`src/rtl/regfile_wb.sv`:
```
// 32 x 32-bit register file with a one-entry write-back buffer that forwards to both read ports.
// Optional debug read port and commit counter are enabled by defining REGFILE_DBGPORT_EN.
module regfile_wb #(
   parameter int DATA_W = 32,
   parameter int ADDR_W = 5
) (
   input  logic              CLK,
   input  logic              Reset,
   input  logic              RegWre,
   input  logic [ADDR_W-1:0] write_reg,
   input  logic [DATA_W-1:0] write_data,
   input  logic [ADDR_W-1:0] read_reg1,
   input  logic [ADDR_W-1:0] read_reg2,
   output logic [DATA_W-1:0] read_data1,
   output logic [DATA_W-1:0] read_data2,
   output logic              wb_busy
`ifdef REGFILE_DBGPORT_EN
   ,
   input  logic [ADDR_W-1:0] dbg_reg,
   output logic [DATA_W-1:0] dbg_data,
   output logic [31:0]       wr_count
`endif
);

   localparam int DEPTH = 2 ** ADDR_W;

   logic [DATA_W-1:0] regs [DEPTH];
   logic              wb_valid;
   logic [ADDR_W-1:0] wb_addr;
   logic [DATA_W-1:0] wb_data;
   logic              capture;

   assign capture = RegWre && (write_reg != '0);
   assign wb_busy = wb_valid;

   always_ff @(posedge CLK or posedge Reset) begin
      if (Reset) begin
         for (int unsigned i = 0; i < DEPTH; i++) regs[i] <= '0;
      end else if (wb_valid) begin
         regs[wb_addr] <= wb_data;
      end
   end

   // Buffer drains every edge; a capture on the same edge simply refills it.
   always_ff @(posedge CLK or posedge Reset) begin
      if (Reset) begin
         wb_valid <= 1'b0;
         wb_addr  <= '0;
         wb_data  <= '0;
      end else begin
         wb_valid <= capture;
         if (capture) begin
            wb_addr <= write_reg;
            wb_data <= write_data;
         end
      end
   end

   function automatic logic [DATA_W-1:0] read_mux(input logic [ADDR_W-1:0] idx);
      if (idx == '0)
         return '0;
      else if (wb_valid && (wb_addr == idx))
         return wb_data;
      else
         return regs[idx];
   endfunction

   always_comb begin
      read_data1 = read_mux(read_reg1);
      read_data2 = read_mux(read_reg2);
   end

`ifdef REGFILE_DBGPORT_EN
   always_comb begin
      dbg_data = read_mux(dbg_reg);
   end

   always_ff @(posedge CLK or posedge Reset) begin
      if (Reset)
         wr_count <= '0;
      else if (wb_valid)
         wr_count <= wr_count + 32'd1;
   end
`endif

endmodule

```
`config.mk`:
```
export PLATFORM = sky130hd
export DESIGN_NAME = regfile_wb
export DESIGN_NICKNAME = d
export VERILOG_FILES = /design/src/rtl/regfile_wb.sv
export SDC_FILE = /design/constraint.sdc
export NUM_CORES = 2
export LEC_CHECK = 0
export ABC_AREA = 1
export CAP_MARGIN = 20
export CELL_PAD_IN_SITES_DETAIL_PLACEMENT = 2
export CELL_PAD_IN_SITES_GLOBAL_PLACEMENT = 2
export CORE_AREA = 5 5 402 404
export DETAILED_ROUTE_END_ITERATION = 8
export DIE_AREA = 0 0 407 409
export PLACE_DENSITY_LB_ADDON = 0.1
export SLEW_MARGIN = 20
export SYNTH_ARGS = -nofsm -noshare
export SYNTH_HDL_FRONTEND = slang
export SYNTH_SLANG_ARGS = --single-unit
```
`constraint.sdc`:
```
create_clock -name CLK -period 102.9 [get_ports CLK]
set_clock_uncertainty 0.15 [all_clocks]
set_input_delay 20.58 -clock CLK [delete_from_list [all_inputs] [get_ports CLK]]
set_output_delay 20.58 -clock CLK [all_outputs]
set_load 0.005 [all_outputs]
```
# --- Word-level counts from Yosys, hierarchy flattened ---
# Index checks and enable logic that the tools add are counted.
totals:
  ff_bits: 1062
  input_bits: 50
  wordCells: 64
classes:
  n_lt_le_gt_ge: 4
  eq_ne: 2
  muxes: 13
  bitwise_logic: 3
  reduce_logical: 7
op_table:
  columns: ["op", "n"]
  rows:
  - ["1024-bit bitwise mux", 1]
  - ["32-bit binary-select mux with 5-bit select", 2]
  - ["32-bit 2-to-1 mux", 9]
  - ["32-bit demux with 5-bit select", 1]
  - ["6-bit greater-or-equal comparator, second input constant", 3]
  - ["5-bit NOT with 6-bit output", 3]
  - ["5-bit == test", 2]
  - ["5-bit logical NOT", 2]
  - ["6-bit by 1-bit less-than comparator with 1-bit output, second input constant", 1]
  - ["5-bit nonzero test", 1]
  - ["1-bit logical AND", 4]

# --- Logic depth before layout (Yosys ltp) ---
depth:
  depth_word: 6
  mapped_depth: 13
  mapped_depth_nobuf: 10

# --- Worst setup path before layout ---
# No wires, ideal clock.
synth_timing:
  kind: "input to output"
  start: "input read_reg1[1]"
  end: "output read_data1[16]"
  arrival_ns: 21.895
  required_time_ns: 82.170
  setup_slack_ns: 60.275
  path_stages: 11
  path_buffers: 4
  path_cell_list: "buf_2 inv_1 buf_2 buf_2 clkbuf_1 nand3_1 nand3_1 nand3_1 nand3_1 nand2_1 a21oi_1"
synth_via:
  elab_chain_len: 6
synth_lines:
  columns: ["element", "line", "text"]
  rows:
  - ["start: declaration", "12", "input logic [ADDR_W-1:0] read_reg1,"]
  - ["5-bit NOT with 6-bit output (implied by the code)", "65", "return regs[idx];"]
  - ["32-bit binary-select mux with 5-bit select", "65", null]
  - ["32-bit 2-to-1 mux (implied by the code) (2 in a row)", "65", null]
  - ["32-bit 2-to-1 mux", "62", "else if (wb_valid && (wb_addr == idx))"]
  - ["32-bit 2-to-1 mux (*)", "60", "if (idx == '0)"]
  - ["end: declaration", "14", "output logic [DATA_W-1:0] read_data1,"]
# Mark *: on every way between the ends. The rest lies on a longest branch, timed or not. The select of a mux whose other input is x is not followed.

# --- Final worst setup path ---
layout_timing:
  start: "input read_reg2[0]"
  end: "output read_data2[13]"
layout_via:
  elab_chain_len: 6
layout_lines:
  columns: ["element", "line", "text"]
  rows:
  - ["start: declaration", "13", "input logic [ADDR_W-1:0] read_reg2,"]
  - ["5-bit NOT with 6-bit output (implied by the code)", "65", null]
  - ["32-bit binary-select mux with 5-bit select", "65", null]
  - ["32-bit 2-to-1 mux (implied by the code) (2 in a row)", "65", null]
  - ["32-bit 2-to-1 mux", "62", null]
  - ["32-bit 2-to-1 mux (*)", "60", null]
  - ["end: declaration", "15", "output logic [DATA_W-1:0] read_data2,"]
# Marked as above.

==> flow_summary.yaml <==
run_status:
  status: "completed"
setup_path:
  cp-startpoint: "read_reg2[0]"
  cp.arrival_ns: 26.19
  path_class: "primary input to output port"
  cp-start-kind: "primary input"
  r2r-start: "wb_busy"
  r2r_slack_ns: 99.09
  r2r_end: "regs[283]"
  cp-endpoint: "read_data2[13]"
  cp_max_fo: 84
  reg2regPathDepth: 7
  worstPathRequired_ns: 82.17
  end_kind: "output port"
clocking:
  clkSinkCount: 1062
  cts_hold_buf: 0
  cts_root_buf: "clkbuf_16"
  cts_max_level: 4
  cts.clk_slew.worst_paths_ns: 0.05
  post_cts_buffers: 0
  cts_tree: "built"
  cts_buffers: 137
  cts_max_path_buffers: 3
  clock_latency_ns: 0.78
  cts_resized: 0
grt:
  grt.total_usage_pct: 36.5
  antenna_found_initial: 11
  grt_pass1_vias: 70560
  grt_max_degree: 147
  grt.overflow.total: 0
  grt_pass1_wl_mm: 458
drt:
  post_drt_wl_per_cell_um: 28.6
  wl_mm: 310
  ant_nets: 0
  drc: 0
  via_per_inst: 6.00
  drtIter0Drc: 5872
  vias: 64843
  first_pass_iters: 5
layout:
  post_route_cells_drive_above_1_share_pct: 5.02
  area_growth_pct: 10.8
  design_area_um2: 67600
  fin_nets: 8684
sta:
  rsz0062_at_grt: "false"
  max_slew_margin_pct: 23.9
  slew_viol_final: 0
  final_hold_viol_count: 0
  tightest_slew_ns: 1.14
  setup_viol: 0
  fmax_ghz: 0.0213
  timing.setup.tns_ns: 0
  fin_crit_sh_pct: 45.6
  post-route-min-period_ns: 46.92
synth:
  syn_nets: 9057
  avgSynthCellArea_um2: 6.77
  ys_types: 24
  synth_top_area_cell: "dfrtp_1"
  ys_seq_area_share_pct: 43.6
  synthCells: 9007
  synth_top_cell_area_share_pct: 43.6
  synth_area_um2: 61000
  synthesis.yosys.warnings: 0
  ys_top_cells_by_area: "dfrtp_1, nand2_1, nand3_1"
  ys_ff_latch: 1062
pwr:
  internal-power_uw: 940
  p_per_area_nw_per_um2: 21.8
  switchingPower_uw: 534
  peakVddDrop_mv: 0.0176
  leakage_uw: 0.0332
  switching_share_pct: 36.3
  power_frac_comb_pct: 25.5
  clkPwrFrac_pct: 33.4
  p_seq_share_pct: 41.1
die:
  std_cell_rows: 146
  core_um2: 157000
  die_h_um: 409
  initial_utilization_pct: 38.7
  fp.dieArea_um2: 166000
  dieWidth_um: 407
  ios: 115
place:
  io_buffers: 114
  dpl.hpwl_mm: 173
  postPlaceCellArea_um2: 63100
  gp_congestion: 0.816
min_path:
  min_path_type: "flip-flop to flip-flop"
job:
  max_cap_viol_count: 0
[critical path, cell delays in order]
cell	delay, ns
buf_8	0.42
buf_4	0.70
buf_4	0.86
buf_4	0.72
buf_4	0.77
nor2_1	0.09
nor2_1	0.12
nand2_1	0.07
nand3_1	0.08
nand3_1	0.09
nand3_1	0.12
nand2_1	0.21
a21oi_1	0.47
clkdlybuf4s50_1	0.60
[metal layers]
metal | vias to the layer above | GRT usage, % | wire, um
met5 | - | 0 | 0
met4 | 0 | 14.4 | 14000
met3 | 637 | 5.26 | 18800
met2 | 2177 | 61.4 | 145000
met1 | 33981 | 47.4 | 132000
li1 | 28048 | - | -
[through the flow]
step / utilization, % / std cells / hold slack (ns) / total power [uW] / setup WS (ns)
after floorplan: - / 9007 / 0.303 / 842 / 52.28
after detailed placement: 40.1 / 10566 / 0.323 / 974 / 56.19
after global routing: 42.9 / 10804 / 0.355 / 1560 / 55.85
final: 42.9 / 10806 / 0.335 / 1470 / 55.98
after global placement: 40.0 / 10564 / 0.316 / 939 / 56.23
after CTS: 42.9 / 10803 / 0.337 / 1480 / 56.17
[flip-flops by register name (all words and copies together) (netlist names)]
signal and cells:
wb_data 32, regs 1024, wb_busy 1, wb_addr 5
[layout make-up]
class / instances / area [um^2]
fillers: 18670 / 89900
multi-input cells: 6270 / 28300
flip-flops and latches: 1062 / 26600
clock buffers: 208 / 4140
inverters: 929 / 3540
well taps: 2072 / 2590
repair buffers: 234 / 2150
clock inverters: 29 / 308
diodes: 2 / 5.00
[cell usage after synthesis]
master	n
a21oi_1	115
buf_1	94
buf_2	103
clkbuf_1	548
clkbuf_2	1
clkinv_1	4
dfrtp_1	1062
inv_1	920
inv_2	5
nand2_1	2962
nand3_1	1392
nand3_2	1
nand4_1	2
nor2_1	297
nor2_2	1
nor3_1	5
nor3_2	4
nor4_4	2
o211ai_1	218
o21ai_0	1166
o21ai_1	52
o22ai_1	5
or2_2	46
xor2_1	2
[placed cells by master (no fill, tap or decap), types with 3 or more instances in the layout]
cell type,netlist,layout
a21oi_1,115,115
buf_12,0,7
buf_4,0,116
buf_8,0,5
bufinv_16,0,5
clkbuf_1,548,33
clkbuf_16,0,143
clkbuf_8,0,32
clkdlybuf4s50_1,0,104
clkinv_1,4,3
clkinv_2,0,16
dfrtp_1,1062,1062
inv_1,920,912
inv_2,5,4
inv_6,0,12
inv_8,0,5
nand2_1,2962,2932
nand2_4,0,30
nand3_1,1392,1391
nor2_1,297,293
nor2_4,0,3
nor3_1,5,4
nor3_2,4,5
o211ai_1,218,218
o21ai_0,1166,1166
o21ai_1,52,52
o22ai_1,5,5
or2_2,46,46
[worst min-delay path by stage]
stage          startpoint         end  depth (start not counted)
3_5_place_dp    regs[597]   regs[597]                          2
4_1_cts        regs[1021]  regs[1021]                          2
5_1_grt         regs[730]   regs[730]                          2
6_report          regs[9]     regs[9]                          2
3_3_place_gp    regs[642]   regs[642]                          2
2_1_floorplan     regs[0]     regs[0]                          2
[power groups by stage]
stage,combinational (uW),sequential [uW],clock [uW]
floorplan,256,586,0
global placement,339,600,0
detailed placement,366,607,0
CTS,374,603,498
global route,423,617,516
finish,375,606,492
[logic make-up (layout without fill, tap and decap cells)]
family          after synthesis  in the layout  synth area share, %
simple gates               4712           4712                 32.2
buf+inv                    1675           1400                 10.5
compound gates             1556           1556                 13.7
flops                      1062           1062                 43.6
xor+xnor                      2              2               0.0287
other cells                   0              2                    0
Note: power is estimated with default switching activity, not from simulation.
